===== config.mk =====
export PLATFORM = sky130hd
export DESIGN_NAME = card_click_locator_flat
export DESIGN_NICKNAME = d
export VERILOG_FILES = /design/src/rtl/card_click_locator_pkg.sv /design/src/rtl/card_click_locator_if.sv /design/src/rtl/card_click_locator_pipe_delay.sv /design/src/rtl/card_click_locator.sv /design/src/flat_wrapper.sv
export SDC_FILE = /design/constraint.sdc
export NUM_CORES = 1
export LEC_CHECK = 0
export CORE_UTILIZATION = 33
export DETAILED_ROUTE_END_ITERATION = 16
export DONT_BUFFER_PORTS = 1
export GPL_ROUTABILITY_DRIVEN = 1
export GPL_TIMING_DRIVEN = 0
export HOLD_SLACK_MARGIN = 0.06
export PLACE_DENSITY = 0.55
export SETUP_SLACK_MARGIN = 0.02
export SLEW_MARGIN = 15
export SYNTH_ARGS = -nofsm -noshare
export SYNTH_HDL_FRONTEND = slang
export SYNTH_SLANG_ARGS = --single-unit

===== constraint.sdc =====
create_clock -name clk -period 2.9 [get_ports clk]
set_input_delay 0.58 -clock clk [delete_from_list [all_inputs] [get_ports clk]]
set_output_delay 0.58 -clock clk [all_outputs]
set_load 0.02 [all_outputs]

===== src/rtl/card_click_locator_pkg.sv =====
// Shared definitions for the card click locator: card-state encoding,
// board geometry constants and the locator FSM state type.
package card_click_locator_pkg;

  localparam int GRID_COLS   = 4;
  localparam int GRID_ROWS   = 4;
  localparam int NUM_CARDS   = GRID_COLS * GRID_ROWS;
  localparam int CARD_ADDR_W = 4;
  localparam int COORD_W     = 12;

  // Card state as stored in the game register file (2'b11 is reserved).
  typedef enum logic [1:0] {
    CARD_HIDDEN   = 2'b00,
    CARD_REVEALED = 2'b01,
    CARD_MATCHED  = 2'b10
  } card_state_e;

  typedef enum logic [1:0] {
    ST_IDLE   = 2'd0,
    ST_LOCATE = 2'd1,
    ST_WAIT   = 2'd2,
    ST_CHECK  = 2'd3
  } loc_state_e;

  // Encode a 4-bit hit vector to a 2-bit position. Pitches exceed card sizes,
  // so at most one bit is ever set; the lowest set bit wins regardless.
  function automatic logic [1:0] enc4(input logic [3:0] onehot);
    enc4 = 2'd0;
    for (int i = 3; i >= 0; i--) begin
      if (onehot[i]) enc4 = 2'(i);
    end
  endfunction

endpackage


===== src/rtl/card_click_locator_if.sv =====
// Mouse/regfile/game-FSM signal bundle for the card click locator.
interface card_click_locator_if;
  import card_click_locator_pkg::*;

  logic                   enable;
  logic                   kind_of_event;
  logic [COORD_W-1:0]     mouse_xpos;
  logic [COORD_W-1:0]     mouse_ypos;
  logic [1:0]             card_test_state;
  logic [CARD_ADDR_W-1:0] card_to_test_address;
  logic [CARD_ADDR_W-1:0] card_clicked_address;
  logic                   event_occurred;

  // Locator side.
  modport slave (
    input  enable, kind_of_event, mouse_xpos, mouse_ypos, card_test_state,
    output card_to_test_address, card_clicked_address, event_occurred
  );

  // Environment side (mouse, register file, game state machine).
  modport master (
    output enable, kind_of_event, mouse_xpos, mouse_ypos, card_test_state,
    input  card_to_test_address, card_clicked_address, event_occurred
  );

endinterface


===== src/rtl/card_click_locator_pipe_delay.sv =====
// Register chain of CLK_DEL stages, each resetting to zero.
// CLK_DEL = 0 degenerates to a wire.
module pipe_delay #(
  parameter int WIDTH   = 1,
  parameter int CLK_DEL = 1
) (
  input  logic             clk,
  input  logic             rst,
  input  logic [WIDTH-1:0] din,
  output logic [WIDTH-1:0] dout
);

  if (CLK_DEL == 0) begin : g_pass
    assign dout = din;
  end else begin : g_chain
    logic [WIDTH-1:0] stage_q [CLK_DEL];

    // Shift din through the chain one stage per clock.
    always_ff @(posedge clk or posedge rst) begin
      if (rst) begin
        for (int i = 0; i < CLK_DEL; i++) stage_q[i] <= '0;
      end else begin
        stage_q[0] <= din;
        for (int i = 1; i < CLK_DEL; i++) stage_q[i] <= stage_q[i-1];
      end
    end

    assign dout = stage_q[CLK_DEL-1];
  end

endmodule


===== src/rtl/card_click_locator.sv =====
// Card click locator: turns a left-button click into a validated selection
// on the 4x4 board. Click edge -> grid hit test -> regfile read -> pulse if
// the card is still face-down.
module card_click_locator
  import card_click_locator_pkg::*;
#(
  parameter int X_OFFSET     = 32,
  parameter int Y_OFFSET     = 32,
  parameter int CARD_W       = 200,
  parameter int CARD_H       = 150,
  parameter int X_PITCH      = 256,
  parameter int Y_PITCH      = 184,
  parameter int READ_LATENCY = 1
) (
  input  logic                 clk,
  input  logic                 rst,
  card_click_locator_if.slave  bus
);

  // Tag on the read-valid flag so a flag still in flight from an aborted
  // operation cannot be mistaken for the current one. 16 tags cover any
  // READ_LATENCY below 32 at the fastest possible restart rate.
  localparam int TAG_W = 4;

  loc_state_e             state_q;
  logic                   kind_q;
  logic [COORD_W-1:0]     x_q;
  logic [COORD_W-1:0]     y_q;
  logic [CARD_ADDR_W-1:0] test_addr_q;
  logic [CARD_ADDR_W-1:0] clicked_addr_q;
  logic                   event_q;
  logic [TAG_W-1:0]       tag_q;

  logic                   click;
  logic                   issue;
  logic                   hit;
  logic                   rd_ready;
  logic [TAG_W-1:0]       tag_d;
  logic [GRID_COLS-1:0]   col_hit;
  logic [GRID_ROWS-1:0]   row_hit;
  logic [CARD_ADDR_W-1:0] hit_idx;
  logic [TAG_W:0]         dly_din;
  logic [TAG_W:0]         dly_dout;

  // Per-column / per-row range tests; right and bottom edges are exclusive.
  for (genvar c = 0; c < GRID_COLS; c++) begin : g_col
    localparam int XLO = X_OFFSET + c * X_PITCH;
    assign col_hit[c] = (32'(x_q) >= 32'(XLO)) && (32'(x_q) < 32'(XLO + CARD_W));
  end

  for (genvar r = 0; r < GRID_ROWS; r++) begin : g_row
    localparam int YLO = Y_OFFSET + r * Y_PITCH;
    assign row_hit[r] = (32'(y_q) >= 32'(YLO)) && (32'(y_q) < 32'(YLO + CARD_H));
  end

  assign hit     = (|col_hit) && (|row_hit);
  assign hit_idx = {enc4(row_hit), enc4(col_hit)};

  assign click    = (state_q == ST_IDLE) && bus.enable && bus.kind_of_event && !kind_q;
  assign issue    = (state_q == ST_LOCATE) && bus.enable && hit;
  assign tag_d    = tag_q + TAG_W'(1);
  assign dly_din  = {issue, tag_d};
  assign rd_ready = dly_dout[TAG_W] && (dly_dout[TAG_W-1:0] == tag_q);

  pipe_delay #(
    .WIDTH   (TAG_W + 1),
    .CLK_DEL (READ_LATENCY)
  ) u_rd_dly (
    .clk  (clk),
    .rst  (rst),
    .din  (dly_din),
    .dout (dly_dout)
  );

  // Button level history, tracked regardless of enable.
  always_ff @(posedge clk or posedge rst) begin
    if (rst) kind_q <= 1'b0;
    else     kind_q <= bus.kind_of_event;
  end

  // Capture the cursor position at the click edge.
  always_ff @(posedge clk) begin
    if (click) begin
      x_q <= bus.mouse_xpos;
      y_q <= bus.mouse_ypos;
    end
  end

  // Locator FSM with registered outputs; dropping enable aborts silently.
  always_ff @(posedge clk or posedge rst) begin
    if (rst) begin
      state_q        <= ST_IDLE;
      test_addr_q    <= '0;
      clicked_addr_q <= '0;
      event_q        <= 1'b0;
      tag_q          <= '0;
    end else begin
      event_q <= 1'b0;
      if (!bus.enable) begin
        state_q <= ST_IDLE;
      end else begin
        case (state_q)
          ST_IDLE: begin
            if (click) state_q <= ST_LOCATE;
          end
          ST_LOCATE: begin
            if (hit) begin
              test_addr_q <= hit_idx;
              tag_q       <= tag_d;
              state_q     <= (READ_LATENCY == 0) ? ST_CHECK : ST_WAIT;
            end else begin
              state_q <= ST_IDLE;
            end
          end
          ST_WAIT: begin
            if (rd_ready) state_q <= ST_CHECK;
          end
          ST_CHECK: begin
            if (bus.card_test_state == CARD_HIDDEN) begin
              clicked_addr_q <= test_addr_q;
              event_q        <= 1'b1;
            end
            state_q <= ST_IDLE;
          end
          default: state_q <= ST_IDLE;
        endcase
      end
    end
  end

  assign bus.card_to_test_address = test_addr_q;
  assign bus.card_clicked_address = clicked_addr_q;
  assign bus.event_occurred       = event_q;

endmodule


===== src/flat_wrapper.sv =====
// flat-port wrapper written by rule: the top's interface ports become plain ports
module card_click_locator_flat import card_click_locator_pkg::*;
#(
  parameter int X_OFFSET     = 32,
  parameter int Y_OFFSET     = 32,
  parameter int CARD_W       = 200,
  parameter int CARD_H       = 150,
  parameter int X_PITCH      = 256,
  parameter int Y_PITCH      = 184,
  parameter int READ_LATENCY = 1
)
  (clk, rst, bus_enable, bus_kind_of_event, bus_mouse_xpos, bus_mouse_ypos, bus_card_test_state, bus_card_to_test_address, bus_card_clicked_address, bus_event_occurred);
  card_click_locator_if bus_i ();
  input  logic clk;
  input  logic rst;
  input wire logic [$bits(bus_i.enable)-1:0] bus_enable;
  input wire logic [$bits(bus_i.kind_of_event)-1:0] bus_kind_of_event;
  input wire logic [$bits(bus_i.mouse_xpos)-1:0] bus_mouse_xpos;
  input wire logic [$bits(bus_i.mouse_ypos)-1:0] bus_mouse_ypos;
  input wire logic [$bits(bus_i.card_test_state)-1:0] bus_card_test_state;
  output wire logic [$bits(bus_i.card_to_test_address)-1:0] bus_card_to_test_address;
  output wire logic [$bits(bus_i.card_clicked_address)-1:0] bus_card_clicked_address;
  output wire logic [$bits(bus_i.event_occurred)-1:0] bus_event_occurred;
  assign bus_i.enable = bus_enable;
  assign bus_i.kind_of_event = bus_kind_of_event;
  assign bus_i.mouse_xpos = bus_mouse_xpos;
  assign bus_i.mouse_ypos = bus_mouse_ypos;
  assign bus_i.card_test_state = bus_card_test_state;
  assign bus_card_to_test_address = bus_i.card_to_test_address;
  assign bus_card_clicked_address = bus_i.card_clicked_address;
  assign bus_event_occurred = bus_i.event_occurred;
  card_click_locator #(.X_OFFSET(X_OFFSET), .Y_OFFSET(Y_OFFSET), .CARD_W(CARD_W), .CARD_H(CARD_H), .X_PITCH(X_PITCH), .Y_PITCH(Y_PITCH), .READ_LATENCY(READ_LATENCY)) u_core (.clk(clk), .rst(rst), .bus(bus_i));
endmodule

==> qor.yml, run 1 <==
clocking:
  htreeDepth: 2
  clk_latency_ns: 0.30
  clockBufferDepth: 2
  ctsHoldBuffers: 0
  clock_sinks: 41
  cts_tree: "built"
  post-cts-setup-buffer-count: 0
  numCtsBuffers: 5
  cts-root-buf: "clkbuf_8"
  post_cts_resize_count: 0
  clk_pin_slew_ns: 0.08
pwr:
  combPwrFrac: 0.035
  seq_power_share: 0.578
  swShare: 0.204
  vdd_drop_max_uv: 318
  powerDensity_mw_per_mm2: 591
  p_leak_nw: 0.766
  intPower_mw: 0.891
  switchingPower_mw: 0.228
  clockPowerShare: 0.387
die:
  die_w_um: 73.4
  die_area_sq_mm: 0.00538
  chipHeight_um: 73.4
  pin_count: 39
  core_sq_mm: 0.00482
  row_count: 25
  start_util: 0.349
global_routing:
  grt_use_total: 0.117
  grt_pass1_wl_um: 4480
  antenna_found_initial: 0
  grt_pass1_vias: 984
  overflow: 0
  grt_max_degree: 22
synthesis:
  synth-edff-count: 20
  synth_most_common_cell: "dfrtp_1"
  async_flop_share: 0.512
  synthCells: 126
  synth_top_area_cell: "edfxtp_1"
  ys_warn_count: 0
  synth_common_cells: "dfrtp_1, edfxtp_1, nand2_1"
  yosysTopAreaCellShare: 0.357
  ys_seq_elements: 41
  avgSynthCellArea_sq_um: 13.3
  synth.area.top_cells: "edfxtp_1, dfrtp_1, nand2_1"
  syn_area_sq_mm: 0.00168
  ys_seq_area_frac: 0.670
  synth_nets: 157
  synth_ff_type: "dfrtp_1"
  synthDistinctLibCells: 33
layout:
  diodes: 0
  layout-drive-gt1-share: 0.111
  final_nets: 165
  area_growth_pct: 12.7
  fillers: 478
timing:
  maxSlewHeadroom: 0.489
  setup_violations: 0
  hold_ws_ns: 0.301
  rsz0062_at_grt: "false"
  fin_crit_sh: 0.784
  worst_pin_slew_ns: 0.766
  max_freq_mhz: 440
  fin_skew_ns: 0.00734
  report.final.slew_viol_count: 0
  finalCriticalPeriod_ns: 2.27
  finalSetupTns_ns: 0
  final_hold_viol_count: 0
worst_hold_path:
  hp-class: "input port to async pin"
critical_path:
  worstReg2RegStart: "u_core.y_q[8]"
  cp_slowest_stage_delay_ns: 0.54
  start_kind: "flip-flop"
  worstReg2RegEnd: "u_core.tag_q[1]"
  worst_r2r_path_depth: 6
  worstPathCellList: "or4b_4 > a2111oi_4 > a41o_2 > nor2_2 > a21oi_4 > mux2_4"
  cp_data_arrival_time_ns: 2.46
  crit_path_max_fanout: 7
  cp-endpoint: "u_core.tag_q[1]"
  critical_path_class: "flip-flop to flip-flop"
  reg2reg_slack_ns: 0.63
  critPathCaptureType: "flip-flop"
  crit_buf_inv: 0
  crit_slowest_cell: "or4b_4"
  required_ns: 3.09
  crit_path_start: "u_core.y_q[8]"
  path_depth: 6
  cp_top_family: "compound AO/OA/AOI/OAI gates"
run:
  maxCapViolCount: 0
place:
  io_buffers: 0
  hpwl_um: 2020
  routabilityCongestion: 0.844
route:
  first_pass_iters: 4
  wire_per_inst_um: 13.5
  drt_iter0_markers: 35
  ant_nets: 0
  wirelength_um: 2730
  vias: 997
  via_per_inst: 4.94
  drc: 0
outcome:
  status: "complete, no violations"
-- state kept, by name, summed over array words and instances, names as in the netlist --
signal	flops
u_core.u_rd_dly.dout	5
u_core.state_q	2
u_core.y_q	11
u_core.bus.event_occurred	1
u_core.tag_q	4
u_core.x_q	9
u_core.kind_q	1
u_core.bus.card_clicked_address	4
u_core.bus.card_to_test_address	4
-- cell families (layout without fill, tap and decap cells) --
family,Yosys count,after routing,share of synthesized area
mux,3,3,0.0208
compound gates,22,22,0.114
xor+xnor,9,9,0.0469
flops,41,41,0.670
simple gates,40,40,0.118
buf+inv,10,19,0.0223
fa+ha+maj,1,1,0.00744
-- power groups by stage --
stage	clock network, mW	logic, mW	registers, mW
finish	0.433	0.0394	0.647
floorplan	0	0.0308	0.656
detailed placement	0	0.0400	0.659
global route	0.465	0.0457	0.649
global placement	0	0.0362	0.659
CTS	0.445	0.0404	0.647
-- metrics by stage --
stage,worst slack [ns],total power [mW],util,cell area [sq um],instances
5_1_grt,0.543,1.16,0.393,1890,202
4_1_cts,0.628,1.13,0.393,1890,202
6_report,0.628,1.12,0.393,1890,202
2_1_floorplan,0.781,0.686,-,1680,126
3_5_place_dp,0.632,0.699,0.370,1780,194
3_3_place_gp,0.644,0.695,0.366,1760,193
-- area by class of cell --
| type | count | area [sq um] | share of cell area |
|---|---|---|---|
| repair buffers | 1 | 15.0 | 0.00793 |
| multi-input cells | 75 | 519 | 0.274 |
| clock buffers | 8 | 111 | 0.0588 |
| inverters | 9 | 33.8 | 0.0178 |
| well taps | 67 | 83.8 | 0.0443 |
| flip-flops and latches | 41 | 1130 | 0.595 |
| plain buffers | 1 | 3.75 | 0.00198 |
-- per-layer routing --
| layer | up-vias | global-route usage | share of wire |
|---|---|---|---|
| li1 | 472 | - | - |
| met3 | 6 | 0.0439 | 0.049 |
| met4 | 0 | 0.0641 | 0.024 |
| met1 | 483 | 0.134 | 0.43 |
| met5 | - | 0 | 0 |
| met2 | 36 | 0.189 | 0.49 |
-- layout by cell type, fill, tap and decap left out, types with 2 or more instances in the layout --
| cell type | n |
|---|---|
| nor2_2 | 2 |
| nand3_1 | 3 |
| nor3_1 | 4 |
| nand2b_1 | 3 |
| mux2i_1 | 2 |
| a2bb2oi_1 | 2 |
| xnor2_1 | 3 |
| o31ai_1 | 2 |
| nand3b_1 | 2 |
| a211oi_1 | 3 |
| a31oi_1 | 2 |
| edfxtp_1 | 20 |
| nand2_1 | 16 |
| inv_1 | 9 |
| a21oi_1 | 4 |
| xor2_1 | 6 |
| dfrtp_1 | 21 |
| nand4_1 | 4 |
| clkbuf_8 | 6 |
| clkbuf_1 | 2 |
| nor2_1 | 4 |
-- how the worst min path moves through the flow --
stage | slack (ns) | start | to
2_1_floorplan | 0.49 | u_core.tag_q[0] | u_core.u_rd_dly.dout[0]
3_3_place_gp | 0.51 | u_core.x_q[8] | u_core.bus.card_to_test_address[0]
3_5_place_dp | 0.51 | u_core.x_q[9] | u_core.bus.card_to_test_address[1]
4_1_cts | 0.30 | bus_kind_of_event | u_core.kind_q
5_1_grt | 0.29 | bus_kind_of_event | u_core.kind_q
6_report | 0.30 | rst | u_core.kind_q
No activity file was read; power rests on OpenSTA's default activity.
==> run 2: changes to the inputs <==
--- a/config.mk
+++ b/config.mk
@@ -11,7 +11,7 @@
 export GPL_ROUTABILITY_DRIVEN = 1
 export GPL_TIMING_DRIVEN = 0
 export HOLD_SLACK_MARGIN = 0.06
-export PLACE_DENSITY = 0.55
+export PLACE_DENSITY = 0.56
 export SETUP_SLACK_MARGIN = 0.02
 export SLEW_MARGIN = 15
 export SYNTH_ARGS = -nofsm -noshare
==> constraint.sdc (replaced) <==
create_clock -name clk -period 2 [get_ports clk]
set_input_delay 0.4 -clock clk [delete_from_list [all_inputs] [get_ports clk]]
set_output_delay 0.4 -clock clk [all_outputs]
set_load 0.02 [all_outputs]
==> run 2 against run 1 <==
Net effect:
- the flow now finishes with violations (negative setup slack)
- die area is the same
- worst hold slack lost 0.18 ns
- critical path depth is the same
- clock power grew 28%
- largest power group unchanged
==> qor.yml, run 2 (synthesized netlist as in run 1, its figures left out) <==
outcome:
  status: "finished with violations"  # was complete, no violations
  violations: "negative setup slack"
die:
  die_w_um: 73.4  # unchanged
  core_sq_mm: 0.00482  # unchanged
  die_area_sq_mm: 0.00538  # unchanged
  pin_count: 39  # unchanged
  start_util: 0.349  # unchanged
  chipHeight_um: 73.4  # unchanged
  row_count: 25  # unchanged
layout:
  largest-register: "u_core.y_q"  # unchanged
  area_growth_pct: 14.9  # was 12.7%
  layout-drive-gt1-share: 0.151  # was 0.111
  final_nets: 169  # was 165
  final_common_cell: "dfrtp_1"  # unchanged
  seq_area_sq_mm: 0.00113  # unchanged
  final_cell_mix: "dfrtp_1, edfxtp_1, nand2_1"  # unchanged
  diodes: 0  # unchanged
  final_cells: 206  # was 202
  largest_register_ffs: 11  # unchanged
  fillers: 482  # was 478
  multiInputGateArea_sq_um: 529  # was 519 sq um
clocking:
  ctsHoldBuffers: 0  # unchanged
  cts-root-buf: "clkbuf_8"  # unchanged
  htreeDepth: 2  # unchanged
  clock_sinks: 41  # unchanged
  numCtsBuffers: 5  # unchanged
  clk_latency_ns: 0.29  # was 0.30 ns
  cts_tree: "built"  # unchanged
  clk_pin_slew_ns: 0.08  # about the same
  clockBufferDepth: 2  # unchanged
place:
  dp.cells: 194  # unchanged
  routabilityCongestion: 0.765  # was 0.844
  hpwl_um: 2000  # was 2020 um
  io_buffers: 0  # unchanged
route:
  first_pass_iters: 4  # unchanged
  drc: 0  # unchanged
  wire_per_inst_um: 13.4  # was 13.5 um
  drt_iter0_markers: 42  # was 35
  wirelength_um: 2760  # was 2730 um
  ant_nets: 0  # unchanged
  via_per_inst: 4.83  # was 4.94
  vias: 996  # was 997
critical_path:
  worstPathCellList: "or4b_4 > a2111oi_4 > a41o_2 > nor2_4 > a21oi_4 > mux2_4"  # was or4b_4 > a2111oi_4 > a41o_2 > nor2_2 > a21oi_4 > mux2_4
  cp_slowest_stage_delay_ns: 0.58  # was 0.54 ns
  reg2reg_slack_ns: -0.06  # was 0.63 ns
  crit_slowest_cell: "or4b_4"  # unchanged
  critical_path_class: "flip-flop to flip-flop"  # unchanged
  required_ns: 2.18  # was 3.09 ns
  start_kind: "flip-flop"  # unchanged
  critPathCaptureType: "flip-flop"  # unchanged
  crit_path_max_fanout: 4  # was 7
  cp_data_arrival_time_ns: 2.24  # was 2.46 ns
timing:
  final_hold_viol_count: 0  # unchanged
  fin_skew_ns: 0.00397  # was 0.00734 ns
  worst_pin_slew_ns: 0.752  # was 0.766 ns
  fin_crit_sh: 1.03  # was 0.784
  report.final.slew_viol_count: 0  # unchanged
  finalCriticalPeriod_ns: 2.06  # was 2.27 ns
  maxSlewHeadroom: 0.498  # was 0.489
  max_freq_mhz: 485  # was 440 MHz
  setup_ws_ns: -0.0639  # was 0.628 ns
  rsz0062_at_grt: "true"  # was false
  setup_violations: 4  # was 0
global_routing:
  overflow: 0  # unchanged
  grt_use_total: 0.116  # was 0.117
  antenna_found_initial: 0  # unchanged
  grt_pass1_vias: 984  # unchanged
  grt_max_degree: 22  # unchanged
  grt_pass1_wl_um: 4470  # was 4480 um
worst_hold_path:
  hp-class: "input port to async pin"  # unchanged
pwr:
  vdd_drop_max_uv: 531  # was 318 uV
  finalPower_mw: 1.55  # was 1.12 mW
  powerDensity_mw_per_mm2: 803  # was 591 mW/mm^2
  p_leak_nw: 0.787  # was 0.766 nW
run:
  maxCapViolCount: 0  # unchanged
==> run 2: changes by cell type in the layout (fill, tap and decap cells not counted) <==
cell       before  now
buf_12          0    1
nor3_2          0    1
buf_4           0    4
clkbuf_1        2    1
nor2_2          2    1
nor2_4          0    1
inv_4           0    1
clkbuf_16       1    0
nor3_1          4    3
==> run 2: final timing paths <==
kind / start / cells past startpoint / end
max in group asynchronous: rst / 1 / u_core.bus.card_to_test_address[2]
hold / removal: rst / 1 / u_core.bus.card_clicked_address[2]
min in group clk: bus_kind_of_event / 0 / u_core.kind_q
hold reg to reg: u_core.x_q[9] / 2 / u_core.bus.card_to_test_address[1]
setup reg to reg: u_core.y_q[10] / 6 / u_core.tag_q[1]
setup / recovery: u_core.y_q[10] / 6 / u_core.tag_q[1]
==> run 2: per-stage QoR <==
| stage | hold slack, ns | util | area, sq um | TNS (ns) | setup WS [ns] |
|---|---|---|---|---|---|
| floorplan | 0.377 | - | 1680 | -0.00303 | -0.00303 |
| global placement | 0.432 | 0.366 | 1760 | -2.25 | -0.174 |
| detailed placement | 0.432 | 0.370 | 1780 | -0.407 | -0.213 |
| CTS | 0.128 | 0.401 | 1930 | -0.252 | -0.0932 |
| global route | 0.120 | 0.401 | 1930 | -0.732 | -0.138 |
| finish | 0.121 | 0.401 | 1930 | -0.117 | -0.0639 |
==> run 2: cell type report <==
type                            instances  share of cell area
Tap cell                               67              0.0434
Clock buffer                            7              0.0447
Multi-Input combinational cell         75               0.274
Clock inverter                          1             0.00324
Timing Repair Buffer                    6              0.0337
Sequential cell                        41               0.583
Inverter                                9              0.0175
==> run 2: repair_timing <==
| action | CTS | global route |
|---|---|---|
| hold endpoints to repair | 0 | 0 |
| pin swaps | 3 | 1 |
| setup buffers | 5 | 0 |
| endpoints found under the setup margin | 8 | 8 |
| resized for setup | 1 | 1 |
| cloned | 0 | 0 |
==> run 2: power breakdown <==
part | total, mW | leakage [nW] | switching, mW | internal (mW)
Sequential | 0.939 | 0.453 | 0.0261 | 0.913
Clock | 0.554 | 0.0488 | 0.273 | 0.281
Combinational | 0.0576 | 0.285 | 0.0333 | 0.0243
Total | 1.55 | 0.787 | 0.332 | 1.22
==> run 2: critical path: cells and delay by family, from the launching register on <==
kind	cells	cell delay, ns
DFF	1	0.38
AOI/OAI and AO/OA	3	0.61
muxes	1	0.32
and+or+nand+nor	2	0.64
==> run 2: per-layer routing <==
layer / share of wire / GRT usage / vias up
met3: 0.057 / 0.0453 / 6
met5: 0 / 0 / -
met4: 0.023 / 0.0641 / 0
met1: 0.42 / 0.134 / 482
met2: 0.49 / 0.185 / 26
li1: - / - / 482
==> run 3: changes to the inputs <==
--- a/config.mk
+++ b/config.mk
@@ -12,7 +12,6 @@
 export GPL_TIMING_DRIVEN = 0
 export HOLD_SLACK_MARGIN = 0.06
 export PLACE_DENSITY = 0.56
-export SETUP_SLACK_MARGIN = 0.02
 export SLEW_MARGIN = 15
 export SYNTH_ARGS = -nofsm -noshare
 export SYNTH_HDL_FRONTEND = slang
==> run 3 against run 2 <==
Net effect:
- the flow still finishes with violations (negative setup slack)
- wire length barely moved
- first-iteration DRC count grew 9.5%
- fmax is essentially flat
- utilization unchanged
- critical endpoint unchanged
- largest cell class unchanged
- largest power group unchanged
==> qor.yml, run 3 (synthesized netlist as in run 1, its figures left out) <==
critical_path:
  critical_path_class: "flip-flop to flip-flop"  # unchanged
  start_kind: "flip-flop"  # unchanged
  required_ns: 2.18  # about the same
  cp_top_family: "simple AND/OR/NAND/NOR gates"  # unchanged
  critPathCaptureType: "flip-flop"  # unchanged
  worstPathCellList: "or4b_4 > a2111oi_4 > a41o_2 > nor2_4 > a21oi_4 > mux2_4"  # unchanged
  cp_data_arrival_time_ns: 2.24  # about the same
  crit_slowest_cell: "or4b_4"  # unchanged
  crit_path_max_fanout: 4  # unchanged
  crit_buf_inv: 0  # unchanged
  cp_slowest_stage_delay_ns: 0.58  # about the same
global_routing:
  grt_pass1_wl_um: 4470  # unchanged
  antenna_found_initial: 0  # unchanged
  grt_pass1_vias: 984  # unchanged
  overflow: 0  # unchanged
  grt_use_total: 0.116  # unchanged
  grt_max_degree: 22  # unchanged
layout:
  final_cells: 206  # unchanged
  diodes: 0  # unchanged
  final_nets: 169  # unchanged
  fillers: 482  # unchanged
  largest_register_ffs: 11  # unchanged
  seq_area_sq_mm: 0.00113  # unchanged
  multiInputGateArea_sq_um: 529  # unchanged
  layout-drive-gt1-share: 0.151  # unchanged
  final_common_cell: "dfrtp_1"  # unchanged
  largest-register: "u_core.y_q"  # unchanged
  final_cell_mix: "dfrtp_1, edfxtp_1, nand2_1"  # unchanged
  area_growth_pct: 14.9  # unchanged
route:
  drc: 0  # unchanged
  drt_iter0_markers: 46  # was 42
  vias: 998  # was 996
  wire_per_inst_um: 13.4  # about the same
  first_pass_iters: 4  # unchanged
  ant_nets: 0  # unchanged
  wirelength_um: 2760  # about the same
  via_per_inst: 4.84  # was 4.83
timing:
  maxSlewHeadroom: 0.498  # unchanged
  report.final.slew_viol_count: 0  # unchanged
  fin_skew_ns: 0.00397  # unchanged
  final_hold_viol_count: 0  # unchanged
  setup_violations: 4  # unchanged
  rsz0062_at_grt: "true"  # unchanged
  worst_pin_slew_ns: 0.752  # unchanged
  hold_ws_ns: 0.121  # about the same
  finalCriticalPeriod_ns: 2.06  # about the same
  setup_ws_ns: -0.0638  # was -0.0639 ns
  max_freq_mhz: 485  # about the same
  fin_crit_sh: 1.03  # about the same
pwr:
  vdd_drop_max_uv: 531  # about the same
  powerDensity_mw_per_mm2: 803  # about the same
  p_leak_nw: 0.787  # unchanged
  finalPower_mw: 1.55  # about the same
place:
  dp.cells: 194  # unchanged
  io_buffers: 0  # unchanged
  hpwl_um: 2000  # unchanged
  routabilityCongestion: 0.765  # unchanged
clocking:
  ctsHoldBuffers: 0  # unchanged
  htreeDepth: 2  # unchanged
  clock_sinks: 41  # unchanged
  numCtsBuffers: 5  # unchanged
  cts_tree: "built"  # unchanged
  clk_latency_ns: 0.29  # about the same
  cts-root-buf: "clkbuf_8"  # unchanged
  clk_pin_slew_ns: 0.08  # about the same
  clockBufferDepth: 2  # unchanged
die:
  die_area_sq_mm: 0.00538  # unchanged
  die_w_um: 73.4  # unchanged
  pin_count: 39  # unchanged
  chipHeight_um: 73.4  # unchanged
  core_sq_mm: 0.00482  # unchanged
  row_count: 25  # unchanged
  start_util: 0.349  # unchanged
worst_hold_path:
  hp-class: "input port to async pin"  # unchanged
outcome:
  status: "finished with violations"  # unchanged
  violations: "negative setup slack"  # unchanged
run:
  maxCapViolCount: 0  # unchanged
==> run 3: cell counts in the layout (fill, tap and decap cells not counted) <==
No cell type changed its count.
==> run 3: final cells by class <==
class	instances	area share
sequential	41	0.583
multi-input combinational	75	0.274
clock buffer	7	0.0447
tap	67	0.0434
timing repair buffer	6	0.0337
inverter	9	0.0175
clock inverter	1	0.00324
==> run 3: power breakdown <==
part / switching [mW] / leakage, nW / internal [mW]
Clock: 0.273 / 0.0488 / 0.281
Sequential: 0.0261 / 0.453 / 0.913
Combinational: 0.0333 / 0.285 / 0.0243
Total: 0.332 / 0.787 / 1.22
==> run 3: metrics by stage <==
stage	utilization	worst slack [ns]	TNS [ns]	instance area [sq um]
finish	0.401	-0.0638	-0.117	1930
detailed placement	0.370	-0.213	-0.407	1780
floorplan	-	-0.00303	-0.00303	1680
CTS	0.401	-0.0932	-0.252	1930
global placement	0.366	-0.174	-2.25	1760
global route	0.401	-0.138	-0.732	1930
==> run 3: per-layer routing <==
| layer | wire [um] | global-route usage |
|---|---|---|
| met1 | 1170 | 0.134 |
| met2 | 1370 | 0.185 |
| met3 | 157 | 0.0453 |
| met4 | 64 | 0.0641 |
| met5 | 0 | 0 |
==> run 3: worst paths after layout <==
check	depth (start not counted)	slack, ns	start	to
max	6	-0.06	u_core.y_q[10]	u_core.tag_q[1]
min	1	0.12	rst	u_core.bus.card_clicked_address[2]
max reg2reg	6	-0.06	u_core.y_q[10]	u_core.tag_q[1]
min reg2reg	2	0.53	u_core.x_q[9]	u_core.bus.card_to_test_address[1]
max in group asynchronous	1	1.40	rst	u_core.bus.card_to_test_address[2]
min in group clk	0	0.13	bus_kind_of_event	u_core.kind_q
==> run 3: repair_timing <==
item,4_1_cts,5_1_grt
resized for setup,1,1
setup endpoints to repair,8,8
setup buffers,5,0
pin swaps,3,1
endpoints found under the hold margin,0,0
